<file path="src/rtl/my_register_pkg.sv">
// Shared register header: control-code width and encodings understood by my_register.
package my_register_pkg;

  localparam int CTRL_WIDTH = 3;

  typedef enum logic [CTRL_WIDTH-1:0] {
    REG_NOP  = 3'd0,
    REG_CLR  = 3'd1,
    REG_LOAD = 3'd2,
    REG_INCR = 3'd3,
    REG_DECR = 3'd4
  } reg_ctrl_e;

endpackage

</file>
<file path="src/rtl/reg_cmd_sequencer_pkg.sv">
// Shared sequencer header: command opcodes and FSM state codes for reg_cmd_sequencer.
package reg_cmd_sequencer_pkg;

  typedef enum logic [1:0] {
    OP_SET        = 2'd0,
    OP_COUNT_UP   = 2'd1,
    OP_COUNT_DOWN = 2'd2,
    OP_CLEAR      = 2'd3
  } cmd_op_e;

  typedef enum logic [1:0] {
    ST_IDLE = 2'd0,
    ST_EXEC = 2'd1,
    ST_STEP = 2'd2,
    ST_DONE = 2'd3
  } seq_state_e;

  function automatic logic is_count(input cmd_op_e op);
    return (op == OP_COUNT_UP) || (op == OP_COUNT_DOWN);
  endfunction

endpackage

</file>
<file path="src/rtl/reg_cmd_sequencer.sv">
// Command sequencer driving my_register; REG_CMD_SEQUENCER_SAT_EN enables stop-at-limit counting.
module reg_cmd_sequencer
  import my_register_pkg::*;
  import reg_cmd_sequencer_pkg::*;
#(
  parameter int DATA_WIDTH = 8,
  parameter int CTRL_WIDTH = my_register_pkg::CTRL_WIDTH
) (
  input  logic                  clk,
  input  logic                  rst,
  input  logic                  cmd_valid,
  output logic                  cmd_ready,
  input  logic [1:0]            cmd_op,
  input  logic [DATA_WIDTH-1:0] cmd_value,
  input  logic [DATA_WIDTH-1:0] cmd_steps,
  input  logic                  abort,
  input  logic [DATA_WIDTH-1:0] reg_q,
  output logic [CTRL_WIDTH-1:0] reg_ctrl,
  output logic [DATA_WIDTH-1:0] reg_data,
  output logic                  busy,
  output logic                  done,
  output logic [1:0]            status,
  output logic [1:0]            dbg_state
);

  // Handshake: a command is taken on a rising edge where cmd_valid && cmd_ready;
  // cmd_ready is high only in IDLE, and cmd_op/value/steps are ignored after that edge.

  seq_state_e            state_q;
  cmd_op_e               op_q;
  logic [DATA_WIDTH-1:0] value_q;
  logic [DATA_WIDTH-1:0] cnt_q;
  logic [1:0]            status_q;
  logic                  sat_c;
  reg_ctrl_e             ctrl_c;

`ifdef REG_CMD_SEQUENCER_SAT_EN
  always_comb begin
    sat_c = 1'b0;
    if (op_q == OP_COUNT_UP)   sat_c = &reg_q;
    if (op_q == OP_COUNT_DOWN) sat_c = ~|reg_q;
  end
`else
  // Register feedback only matters for saturation; keep it referenced.
  logic unused_reg_q;
  assign unused_reg_q = ^reg_q;
  assign sat_c        = 1'b0;
`endif

  always_ff @(posedge clk or negedge rst) begin
    if (!rst) begin
      state_q  <= ST_IDLE;
      op_q     <= OP_SET;
      value_q  <= '0;
      cnt_q    <= '0;
      status_q <= 2'b00;
    end else begin
      case (state_q)
        ST_IDLE: begin
          if (cmd_valid) begin
            op_q     <= cmd_op_e'(cmd_op);
            value_q  <= cmd_value;
            cnt_q    <= cmd_steps;
            status_q <= 2'b00;
            if (!is_count(cmd_op_e'(cmd_op))) state_q <= ST_EXEC;
            else if (cmd_steps == '0)          state_q <= ST_DONE;
            else                               state_q <= ST_STEP;
          end
        end
        ST_EXEC: state_q <= ST_DONE;
        ST_STEP: begin
          cnt_q <= cnt_q - 1'b1;
          if (abort) begin
            status_q <= 2'b01;
            state_q  <= ST_DONE;
          end else if (sat_c) begin
            status_q <= 2'b10;
            state_q  <= ST_DONE;
          end else if (cnt_q == DATA_WIDTH'(1)) begin
            state_q  <= ST_DONE;
          end
        end
        ST_DONE: state_q <= ST_IDLE;
        default: state_q <= ST_IDLE;
      endcase
    end
  end

  // Moore decode of state, except abort/saturation squash the step in the same cycle.
  always_comb begin
    ctrl_c = REG_NOP;
    case (state_q)
      ST_EXEC: ctrl_c = (op_q == OP_SET) ? REG_LOAD : REG_CLR;
      ST_STEP: begin
        if (!abort && !sat_c)
          ctrl_c = (op_q == OP_COUNT_DOWN) ? REG_DECR : REG_INCR;
      end
      default: ctrl_c = REG_NOP;
    endcase
  end

  assign reg_ctrl  = CTRL_WIDTH'(ctrl_c);
  assign reg_data  = (state_q == ST_EXEC && op_q == OP_SET) ? value_q : '0;
  assign cmd_ready = (state_q == ST_IDLE);
  assign busy      = (state_q != ST_IDLE);
  assign done      = (state_q == ST_DONE);
  assign status    = status_q;
  assign dbg_state = state_q;

endmodule

</file>
<file path="config.mk">
export PLATFORM = sky130hd
export DESIGN_NAME = reg_cmd_sequencer
export DESIGN_NICKNAME = d
export VERILOG_FILES = /design/src/rtl/my_register_pkg.sv /design/src/rtl/reg_cmd_sequencer_pkg.sv /design/src/rtl/reg_cmd_sequencer.sv
export SDC_FILE = /design/constraint.sdc
export NUM_CORES = 1
export LEC_CHECK = 0
export CAP_MARGIN = 30
export CORE_AREA = 3 3 65 55
export CTS_CLUSTER_DIAMETER = 100
export DETAILED_ROUTE_END_ITERATION = 16
export DIE_AREA = 0 0 68 58
export GPL_ROUTABILITY_DRIVEN = 0
export PLACE_DENSITY = 0.84
export SYNTH_ARGS = -nofsm -noshare
export SYNTH_HDL_FRONTEND = slang
export SYNTH_SLANG_ARGS = --single-unit
export TNS_END_PERCENT = 10
</file>
<file path="constraint.sdc">
create_clock -name clk -period 2.49 [get_ports clk]
set_clock_uncertainty 0.15 [all_clocks]
set_input_delay 0.498 -clock clk [delete_from_list [all_inputs] [get_ports clk]]
set_output_delay 0.498 -clock clk [all_outputs]
set_load 0.02 [all_outputs]
</file>
# == Yosys cells after proc, flatten, opt, wreduce, memory -nomap -nowiden ==
# Index checks and enable logic that the tools add are counted.
# totals
ff_bits,22
input_bits,30
output_inout_bits,18
elab_cells,43
# op_classes
add_sub_neg,1
n_eq_ne,10
n_mux,16
reduce_logical,11
# op_table
cell,n
$mux 8,2
$pmux 8 s2,1
$mux 2,7
$eq 2x2->1 const B,4
$eq 8x1->1 const B,1
$logic_not 8->1,1
$pmux 2 s4,1
$sub 8x1->8 const B,1
$mux 3,2
$pmux 3 s2,1
$reduce_and 2->1,3
$eq 2x1->1 const B,2
$logic_not 2->1,2
$ne 2x2->1 const B,2
$pmux 2 s2,1
$reduce_bool 2->1,2
$ne 3x3->1 const B,1
$reduce_and 3->1,1
$logic_and 1x1->1,1
$logic_or 1x1->1,1
$mux 1,1

# == Longest topological paths before layout ==
# Gate-level depths: netlist of the first run.
# depth
word_depth,5
depth_mapped,7
ltp_nobuf,6

# == Least setup slack after synthesis of the first run ==
# Ideal clock, no wire load.
# synth_path
path_kind,reg-to-output
startpoint,register state_q[0] (netlist: dbg_state[0])
endpoint,output reg_ctrl[0]
t_arrival_ps,1660
required_ps,1842
path_slack_ps,182
stages_incl_launch_ff,7
n_path_buf,0
path_cell_list,dfrtp_1 > inv_1 > ha_1 > nand2b_1 > nor2_1 > a211oi_1 > a211oi_1
# synth_via
elab_chain_len,2
elab_cells_between_ends,3
classes_between,2 x eq/ne; 1 x mux
# synth_rtl
item,line,text
"start, declared",reg_cmd_sequencer.sv:29,seq_state_e state_q;
"start signal, assigned",reg_cmd_sequencer.sv:52,state_q <= ST_IDLE;
"start signal, assigned",reg_cmd_sequencer.sv:65,if (!is_count(cmd_op_e'(cmd_op))) state_q <= ST_EXEC;
"start signal, assigned",reg_cmd_sequencer.sv:66,else if (cmd_steps == '0) state_q <= ST_DONE;
$eq 2x2->1 or $eq 2x1->1 (tied branches),reg_cmd_sequencer.sv:92,case (state_q)
$pmux 3 s2 (*),reg_cmd_sequencer.sv:92,
"end, declared",reg_cmd_sequencer.sv:18,"output logic [CTRL_WIDTH-1:0] reg_ctrl,"
# Mark *: on every way between the ends. The rest lies on a longest branch, timed or not.

# == Worst setup path in the final report of the first run ==
# layout_path
startpoint,register state_q[0] (netlist: dbg_state[0])
endpoint,output reg_ctrl[2]
# Same word-level chain as after synthesis.

==> results.sh, run 1 <==
export IMPL_reg2reg_to="dbg_state[0]$_DFFE_PN0P_"
export IMPL_numCtsBuffers=3
export IMPL_critPathKind="flip-flop to output pin"
export IMPL_arrival_ns=1.77
export IMPL_yosysTopAreaCell="dfrtp_1"
export IMPL_final_layout_size_suffix_gt1_frac=0.1850
export IMPL_viasPerCell=5.268
export IMPL_synth_xor_area_share=0.006986
export IMPL_p_leak_uw=0.0007555
export IMPL_fp_row_count=18
export IMPL_cellPowerDensity_nw_per_um2=1201
export IMPL_root_buffer="clkbuf_8"
export IMPL_start_kind="flip-flop"
export IMPL_synth_compound_area_frac=0.1347
export IMPL_antenna_found_initial=0
export IMPL_htreeDepth=1
export IMPL_syn_avg_cell_area_sq_um=9.644
export IMPL_die_x_microns=68
export IMPL_fillers=283
export IMPL_drt_iter0_markers=26
export IMPL_status="finished, final reports clean"
export IMPL_yosysMostFrequentCell="dfrtp_1"
export IMPL_path_delay_family="buffers and inverters"
export IMPL_fin_setup_tns_ns=0
export IMPL_r2r_setup_slack_ns=0.51
export IMPL_finalSetupViolCount=0
export IMPL_path_max_fanout=5
export IMPL_ios=48
export IMPL_syn_area_sq_um=1254
export IMPL_synth_cell_types=28
export IMPL_synth_fp_nets=166
export IMPL_drt_total_wl_microns=2965
export IMPL_crit_required_ns=1.84
export IMPL_cp_slowest_cell="dfrtp_1"
export IMPL_yosys_area_share_simple=0.1607
export IMPL_muxShareOfSynthArea=0.1657
export IMPL_slowest_delay_ns=0.43
export IMPL_fmax_mhz=414.1
export IMPL_port_buffer_count=38
export IMPL_synth_top_family_by_area="multiplexers"
export IMPL_dr_pass1_iters=4
export IMPL_core_area_sq_um=3018
export IMPL_die_h_microns=58
export IMPL_synth_ff_type="dfrtp_1"
export IMPL_final_core_util=0.5655
export IMPL_cts_tree="yes"
export IMPL_drv_cap=0
export IMPL_synth_seq_area_share=0.4192
export IMPL_r2r_start="dbg_state[0]$_DFFE_PN0P_"
export IMPL_drv_slew=0
export IMPL_ys_ff_latch=21
export IMPL_overflow=0
export IMPL_end_kind="output pin"
export IMPL_cts_setup_buffers=0
export IMPL_grt_usage=0.1595
export IMPL_num_vias=1122
export IMPL_dieArea_sq_um=3944
export IMPL_hold_path_endpoint="value_q[4]$_DFFE_PN0P_"
export IMPL_nNetsFinal=210
export IMPL_synthAdderAreaFrac=0.05988
export IMPL_drt_wirelength_per_cell_microns=13.92
export IMPL_synth_edf_count=0
export IMPL_synth_top_area_frac=0.4192
export IMPL_clock_latency_ns=0.27
export IMPL_holdCritPathClass="flip-flop to flip-flop"
export IMPL_hold_start="value_q[4]$_DFFE_PN0P_"
export IMPL_grt_max_degree=23
export IMPL_post_route_period_util=0.9698
export IMPL_rsz0062_at_grt="false"
export IMPL_n_antenna_cell=0
export IMPL_grt_pass1_wl_microns=4823
export IMPL_start_util=0.4154
export IMPL_async_flop_share=1.000
export IMPL_drcViolationCount=0
export IMPL_crit_chain="inv_1 -> ha_1 -> nand2b_1 -> buf_4 -> nor4_1 -> dlygate4sd1_1"
export IMPL_yosys_top_cells_count="21 x dfrtp_1, 14 x a21oi_1, 12 x mux2_2"
export IMPL_cts_sinks=21
export IMPL_syn_inst=130
export IMPL_hold_viol_final=0
export IMPL_hold_path_cell_count=1
export IMPL_min_period_ns=2.415
export IMPL_ir_drop_v=0.0005332
export IMPL_ys_warn_count=0
export IMPL_dp_hpwl_microns=2402
export IMPL_ant_nets=0
export IMPL_clkTransAtPathRegs_ns=0.08
export IMPL_ctsHoldBuffers=0
export IMPL_syn2layout_area_growth_pct=36.13
export IMPL_rr_worst_depth=7
export IMPL_worst_path_buf_inv=3
export IMPL_grt_pass1_vias=1155
export IMPL_clock_path_buffers=2
export IMPL_whs_ns=0.3521
export IMPL_yosys_top_cells_area="dfrtp_1 42%, mux2_2 11%, ha_1 6.0%, a21oi_1 5.6%, and2_1 4.5%"
layout by cell type, fill, tap and decap left out:
master           synthesis  final
a211oi_1                 2      1
a211oi_2                 0      1
a21oi_1                 14     14
a2bb2oi_1                1      1
a31oi_1                  3      3
and2_1                   9      9
buf_2                    2      1
buf_4                    1      5
clkbuf_2                 0      8
clkbuf_8                 0      3
clkdlybuf4s50_1          0     27
clkinvlp_4               0      1
conb_1                   1      1
dfrtp_1                 21     21
dlygate4sd1_1            0      1
dlygate4sd2_1            0      1
ha_1                     6      6
inv_1                   11     11
mux2_2                  12     12
mux2i_1                  5      5
mux2i_4                  1      1
nand2_1                  7      7
nand2b_1                 3      3
nand3_1                  2      2
nor2_1                   9      9
nor3_1                   1      1
nor3b_1                  1      1
nor4_1                   4      4
o21ai_0                  5      5
o21bai_1                 1      1
o22a_1                   2      2
o22ai_1                  1      1
or3_1                    3      3
xor2_1                   1      1
sequential cells by signal, indices dropped and copies added (netlist names):
signal     cells
status         1
cnt_q          8
dbg_state      2
value_q        8
op_q           2
metal layers:
metal,vias to the layer above,wire length (microns),GRT usage
li1,539,-,-
met1,543,1232,0.1907
met2,30,1525,0.2720
met3,10,140,0.03488
met4,0,66,0.07082
met5,-,0,0
cell families (layout without fill, tap and decap cells):
logic type | count (synthesis) | after routing
adder cells (fa/ha/maj) | 6 | 6
other | 1 | 1
XOR/XNOR | 1 | 1
flip-flops | 21 | 21
AO/OA/AOI/OAI | 29 | 29
AND/OR/NAND/NOR | 39 | 39
multiplexers | 18 | 18
buffers and inverters | 15 | 58
layout make-up:
cell class	instances	area, sq um	share of cell area
sequential	21	525.5	0.3079
tap	40	50.05	0.02933
timing repair buffer	43	370.4	0.2170
clock inverter	1	7.507	0.004399
clock buffer	3	41.29	0.02419
multi-input combinational	94	670.6	0.3930
inverter	11	41.29	0.02419
timing repair:
action | 4_1_cts | 5_1_grt
gates resized for setup | 15 | 19
setup endpoints to repair | 11 | 10
cloned | 0 | 0
how the worst max path moves through the flow:
stage                              from     endpoint  slack, ns  cells past startpoint
4_1_cts        dbg_state[1]$_DFFE_PN0P_  reg_data[4]       0.01                      7
3_5_place_dp                      abort  reg_ctrl[0]      -0.29                      6
2_1_floorplan  dbg_state[0]$_DFFE_PN0P_  reg_ctrl[0]       0.18                      6
6_report       dbg_state[0]$_DFFE_PN0P_  reg_ctrl[2]       0.08                      6
3_3_place_gp                      abort  reg_ctrl[0]      -0.24                      6
5_1_grt        dbg_state[0]$_DFFE_PN0P_  reg_ctrl[2]      0.004                      5
stage by stage:
step	area, sq um	setup WS [ns]	total power, uW	cells
after floorplan	1254	0.1817	1428	130
after global placement	1700	-0.2372	1769	209
after detailed placement	1700	-0.2884	1852	209
after CTS	1743	0.01122	2067	213
after global routing	1707	0.003798	2211	213
final	1707	0.07514	2050	213
power by group:
| group | internal, uW | switching, uW | total [uW] |
|---|---|---|---|
| logic | 540 | 600 | 1140 |
| clock network | 113 | 118 | 232 |
| registers | 520 | 158 | 678 |
No activity file was read; power rests on OpenSTA's default activity.
==> inputs of run 2 (changes only) <==
--- a/config.mk
+++ b/config.mk
@@ -5,13 +5,14 @@
 export SDC_FILE = /design/constraint.sdc
 export NUM_CORES = 1
 export LEC_CHECK = 0
+export ABC_AREA = 1
 export CAP_MARGIN = 30
 export CORE_AREA = 3 3 65 55
 export CTS_CLUSTER_DIAMETER = 100
 export DETAILED_ROUTE_END_ITERATION = 16
 export DIE_AREA = 0 0 68 58
 export GPL_ROUTABILITY_DRIVEN = 0
-export PLACE_DENSITY = 0.84
+export PLACE_DENSITY = 0.85
 export SYNTH_ARGS = -nofsm -noshare
 export SYNTH_HDL_FRONTEND = slang
 export SYNTH_SLANG_ARGS = --single-unit
==> run 2 against run 1 <==
Area after synthesis grew 2.9%. Critical path depth fell by 3. Clock-buffer cell count did not move. Highest routed layer unchanged. Largest cell class unchanged. Sequential power decreased by 6.6%.
==> results.sh, run 2 <==
export IMPL_status="finished, final reports clean"
export IMPL_viasPerCell=4.813
export IMPL_syn_area_sq_um=1290
export IMPL_clock_latency_ns=0.26
export IMPL_ios=48
export IMPL_yosys_top_cells_area="dfrtp_1 41%, nand2_1 14%, nor2_1 9.6%, o21ai_0 7.4%, inv_1 7.3%"
export IMPL_drv_cap=0
export IMPL_dieArea_sq_um=3944
export IMPL_cellPowerDensity_nw_per_um2=1173
export IMPL_holdCritPathClass="flip-flop to flip-flop"
export IMPL_synth_ff_type="dfrtp_1"
export IMPL_fillers=295
export IMPL_whs_ns=0.3764
export IMPL_ys_ff_latch=21
export IMPL_post_route_period_util=0.9415
export IMPL_antenna_found_initial=0
export IMPL_overflow=0
export IMPL_root_buffer="clkbuf_8"
export IMPL_start_util=0.4274
export IMPL_async_flop_share=1.000
export IMPL_yosysTopAreaCell="dfrtp_1"
export IMPL_clkTransAtPathRegs_ns=0.08
export IMPL_drt_total_wl_microns=3054
export IMPL_synth_cell_types=23
export IMPL_crit_required_ns=1.84
export IMPL_dr_pass1_iters=4
export IMPL_port_buffer_count=38
export IMPL_htreeDepth=1
export IMPL_drv_slew=0
export IMPL_dp_hpwl_microns=2420
export IMPL_grt_usage=0.1671
export IMPL_final_common_cell="nand2_1"
export IMPL_n_antenna_cell=0
export IMPL_crit_path_start="dbg_state[1]$_DFFE_PN0P_"
export IMPL_rsz0062_at_grt="false"
export IMPL_die_h_microns=58
export IMPL_final_layout_size_suffix_gt1_frac=0.09251
export IMPL_synth_edf_count=0
export IMPL_synth_seq_area_share=0.4074
export IMPL_drcViolationCount=0
export IMPL_synth_top_area_frac=0.4074
export IMPL_cts_tree="yes"
export IMPL_ctsHoldBuffers=0
export IMPL_yosysMostFrequentCell="nand2_1"
export IMPL_ys_warn_count=0
export IMPL_die_x_microns=68
export IMPL_critPathKind="flip-flop to output pin"
export IMPL_drt_wirelength_per_cell_microns=11.44
export IMPL_synth_fp_nets=220
export IMPL_drt_iter0_markers=54
export IMPL_reg_largest_list="cnt_q x8, value_q x8"
export IMPL_fmax_mhz=426.6
export IMPL_r2r_start="dbg_state[0]$_DFFE_PN0P_"
export IMPL_nNetsFinal=264
export IMPL_yosys_top_cells_count="47 x nand2_1, 33 x nor2_1, 25 x inv_1"
export IMPL_ant_nets=0
export IMPL_p_leak_uw=0.0008911
export IMPL_clock_path_buffers=2
export IMPL_numCtsBuffers=3
export IMPL_cts_setup_buffers=0
export IMPL_final_cell_mix="46 x nand2_1, 33 x nor2_1, 27 x clkdlybuf4s50_1"
export IMPL_syn_inst=184
export IMPL_start_kind="flip-flop"
export IMPL_ir_drop_v=0.0006998
export IMPL_finalSetupViolCount=0
export IMPL_syn_avg_cell_area_sq_um=7.011
export IMPL_grt_pass1_vias=1208
export IMPL_core_area_sq_um=3018
export IMPL_arrival_ns=1.70
export IMPL_num_vias=1285
export IMPL_fp_row_count=18
export IMPL_hold_viol_final=0
export IMPL_grt_max_degree=22
export IMPL_end_kind="output pin"
export IMPL_syn2layout_area_growth_pct=35.98
export IMPL_grt_pass1_wl_microns=5147
export IMPL_fin_setup_tns_ns=0
export IMPL_hold_start="cnt_q[7]$_DFFE_PN0P_"
export IMPL_path_max_fanout=7
export IMPL_cts_sinks=21
export IMPL_min_period_ns=2.344
## run 2: cell count changes in the layout (fill, tap and decap cells not counted), sizes merged, moves of 9 or more
cell   before  now
nor2        9   35
mux2       12    0
o21ai       5   21
nand2       7   48
inv        11   26
and2        9    0
## run 2: kinds of logic (layout without fill, tap and decap cells)
| logic type | count (synthesis) | count (layout) | synth area share |
|---|---|---|---|
| compound gates | 30 | 30 | 0.1271 |
| other cells | 1 | 1 | 0.002907 |
| buf+inv | 30 | 73 | 0.1028 |
| simple gates | 96 | 96 | 0.3017 |
| fa+ha+maj | 6 | 6 | 0.05819 |
| flops | 21 | 21 | 0.4074 |
## run 2: final timing paths
path / end / slack [ns] / cells after the start
worst max-delay path: cmd_ready / 0.15 / 3
worst max register to register: cnt_q[6]$_DFFE_PN0P_ / 0.56 / 9
min in group asynchronous: cnt_q[1]$_DFFE_PN0P_ / 0.43 / 2
worst min-delay path: cnt_q[7]$_DFFE_PN0P_ / 0.38 / 2
worst min register to register: cnt_q[7]$_DFFE_PN0P_ / 0.38 / 2
max in group asynchronous: dbg_state[1]$_DFFE_PN0P_ / 1.53 / 2
## run 2: through the flow
step	instance area [sq um]	instances	setup WS [ns]	total power (uW)	utilization
3_5_place_dp	1723	263	-0.2166	1865	0.5709
6_report	1754	267	0.1457	2057	0.5813
3_3_place_gp	1723	263	-0.1883	1812	0.5709
5_1_grt	1754	267	0.05408	2260	0.5813
4_1_cts	1758	267	0.02373	2064	0.5825
2_1_floorplan	1290	184	0.2495	1442	-
## run 2: area by class of cell
cell class / instances / area [sq um] / share of cell area
flip-flops and latches: 21 / 526.8 / 0.3003
well taps: 40 / 50.05 / 0.02853
repair buffers: 43 / 396.6 / 0.2261
clock inverters: 1 / 5.005 / 0.002853
clock buffers: 3 / 41.29 / 0.02354
inverters: 26 / 97.59 / 0.05563
multi-input cells: 133 / 636.9 / 0.3631
## run 2: report_power, final
part | internal, uW | leakage, uW | switching, uW
sequential | 515 | 0.000255 | 118
combinational | 465 | 0.000611 | 737
clock | 112 | 0.0000255 | 111
total | 1090 | 0.000891 | 965
## run 2: metal layers
layer  vias up  share of wire  GRT usage
li1        658              -          -
met1       587           0.48     0.2324
met2        37           0.45     0.2720
met3         3          0.070    0.04264
met4         0         0.0036    0.01700
met5         -              0          0
## run 2: critical path, stage by stage, from the launching register on
cell,delay [ns]
dfrtp_2,0.44
inv_1,0.09
ha_2,0.26
clkdlybuf4s50_1,0.63
## run 2: what timing repair did
action / 4_1_cts / 5_1_grt
endpoints found under the setup margin: 11 / 4
pin swaps: 0 / 0
gates resized for setup: 12 / 6
==> inputs of run 3 (changes only) <==
--- a/config.mk
+++ b/config.mk
@@ -12,7 +12,7 @@
 export DETAILED_ROUTE_END_ITERATION = 16
 export DIE_AREA = 0 0 68 58
 export GPL_ROUTABILITY_DRIVEN = 0
-export PLACE_DENSITY = 0.85
+export PLACE_DENSITY = 0.77
 export SYNTH_ARGS = -nofsm -noshare
 export SYNTH_HDL_FRONTEND = slang
 export SYNTH_SLANG_ARGS = --single-unit
==> run 3 against run 2 <==
Setup slack got worse by 0.0058 ns. Register-to-register slack worse by 0.06 ns. First-iteration DRC count down 1.9%. Combinational power hardly changed. Critical path depth grew 1. Die area stayed put. Clock power is essentially flat. Total power is 0.99% lower. Cell count grew 0.37%. Wire length down 6.6%. Critical endpoint is now reg_ctrl[2]. Largest cell class unchanged.
==> results.sh, run 3 (synthesis gave the netlist of run 2 again) <==
export IMPL_seqCellArea_sq_um=525.5
export IMPL_finalSetupViolCount=0
export IMPL_grt_usage=0.1586
export IMPL_p_sw_frac=0.4639
export IMPL_multi_input_area_sq_um=631.9
export IMPL_drt_total_wl_microns=2851
export IMPL_numCtsBuffers=3
export IMPL_grt_max_degree=22
export IMPL_crit_required_ns=1.84
export IMPL_port_buffer_count=38
export IMPL_rsz0062_at_grt="false"
export IMPL_die_h_microns=58
export IMPL_post_route_period_util=0.9438
export IMPL_status="finished, final reports clean"
export IMPL_hold_viol_final=0
export IMPL_ir_drop_v=0.0006641
export IMPL_p_leak_uw=0.0008982
export IMPL_clockPowerShare=0.108
export IMPL_fin_setup_tns_ns=0
export IMPL_dpl_cell_count=264
export IMPL_arrival_ns=1.70
export IMPL_cellPowerDensity_nw_per_um2=1160
export IMPL_min_period_ns=2.350
export IMPL_num_vias=1237
export IMPL_cts_tree="yes"
export IMPL_fmax_mhz=425.5
export IMPL_core_area_sq_um=3018
export IMPL_ios=48
export IMPL_power_uw=2037
export IMPL_syn2layout_area_growth_pct=36.08
export IMPL_end_kind="output pin"
export IMPL_clkTransAtPathRegs_ns=0.07
export IMPL_clock_latency_ns=0.26
export IMPL_fp_row_count=18
export IMPL_root_buffer="clkbuf_8"
export IMPL_power_share_sequential=0.308
export IMPL_dp_hpwl_microns=2187
export IMPL_power_frac_comb=0.584
export IMPL_antenna_found_initial=0
export IMPL_nNetsFinal=265
export IMPL_dieArea_sq_um=3944
export IMPL_power_internal_uw=1092
export IMPL_grt_pass1_vias=1124
export IMPL_viasPerCell=4.616
export IMPL_finalNonFillerCells=268
export IMPL_final_common_cell="nand2_1"
export IMPL_path_max_fanout=3
export IMPL_cts_sinks=21
export IMPL_drv_slew=0
export IMPL_final_layout_size_suffix_gt1_frac=0.08333
export IMPL_drt_iter0_markers=53
export IMPL_drt_wirelength_per_cell_microns=10.64
export IMPL_power_switching_uw=944.9
export IMPL_reg_largest_list="cnt_q x8, value_q x8"
export IMPL_design_area_sq_um=1755
export IMPL_overflow=0
export IMPL_final_cell_mix="47 x nand2_1, 33 x nor2_1, 27 x clkdlybuf4s50_1"
export IMPL_ant_nets=0
export IMPL_clock_path_buffers=2
export IMPL_grt_pass1_wl_microns=4892
export IMPL_dr_pass1_iters=4
export IMPL_die_x_microns=68
export IMPL_drcViolationCount=0
export IMPL_fillers=293
export IMPL_htreeDepth=1
export IMPL_drv_cap=0
export IMPL_placed_area_sq_um=1730
export IMPL_start_kind="input pin"
export IMPL_critPathKind="input pin to output pin"
export IMPL_start_util=0.4274
export IMPL_n_antenna_cell=0
export IMPL_holdCritPathClass="flip-flop to flip-flop"
run 3: layer usage:
| layer | share of wire | GRT usage |
|---|---|---|
| met1 | 0.52 | 0.2417 |
| met2 | 0.41 | 0.2266 |
| met3 | 0.051 | 0.03876 |
| met4 | 0.011 | 0.03399 |
| met5 | 0 | 0 |
run 3: worst max-delay path, cell delays in order:
cell	delay [ns]
clkdlybuf4s50_1	0.45
or2_4	0.28
nor3_1	0.12
dlygate4sd2_1	0.35
run 3: area by class of cell:
class | count | share of cell area
clock buffer | 3 | 0.02352
clock inverter | 1 | 0.002851
inverter | 26 | 0.05560
multi-input combinational | 133 | 0.3599
sequential | 21 | 0.2994
tap | 40 | 0.02851
timing repair buffer | 44 | 0.2302
run 3: final timing paths:
kind	depth (start not counted)	startpoint	to	slack [ns]
max in group asynchronous	2	rst	cnt_q[4]$_DFFE_PN0P_	1.54
hold reg to reg	2	cnt_q[7]$_DFFE_PN0P_	cnt_q[7]$_DFFE_PN0P_	0.35
setup reg to reg	8	dbg_state[1]$_DFFE_PN0P_	cnt_q[6]$_DFFE_PN0P_	0.50
min in group asynchronous	2	rst	cnt_q[6]$_DFFE_PN0P_	0.42
hold / removal	2	cnt_q[7]$_DFFE_PN0P_	cnt_q[7]$_DFFE_PN0P_	0.35
setup / recovery	4	abort	reg_ctrl[2]	0.14
run 3: repair_timing:
action | CTS | global route
gates resized for setup | 11 | 4
endpoints found under the setup margin | 11 | 2
endpoints found under the hold margin | 0 | 0
buffers inserted | 0 | 0
hold buffers | 0 | 0
run 3: power by group through the flow:
stage               Sequential (uW)  Clock (uW)  Combinational [uW]
global placement                628           0                1200
global route                    650         249                1340
finish                          627         221                1190
floorplan                       642           0                 800
detailed placement              632           0                1220
CTS                             626         234                1200
run 3: through the flow:
step | hold WS, ns | worst slack [ns] | utilization
final | 0.3501 | 0.1398 | 0.5817
after global routing | 0.3886 | 0.05005 | 0.5817
after CTS | 0.3555 | 0.03499 | 0.5842
after detailed placement | 0.3351 | -0.2339 | 0.5734
after global placement | 0.3338 | -0.1992 | 0.5734
after floorplan | 0.05241 | 0.2495 | -
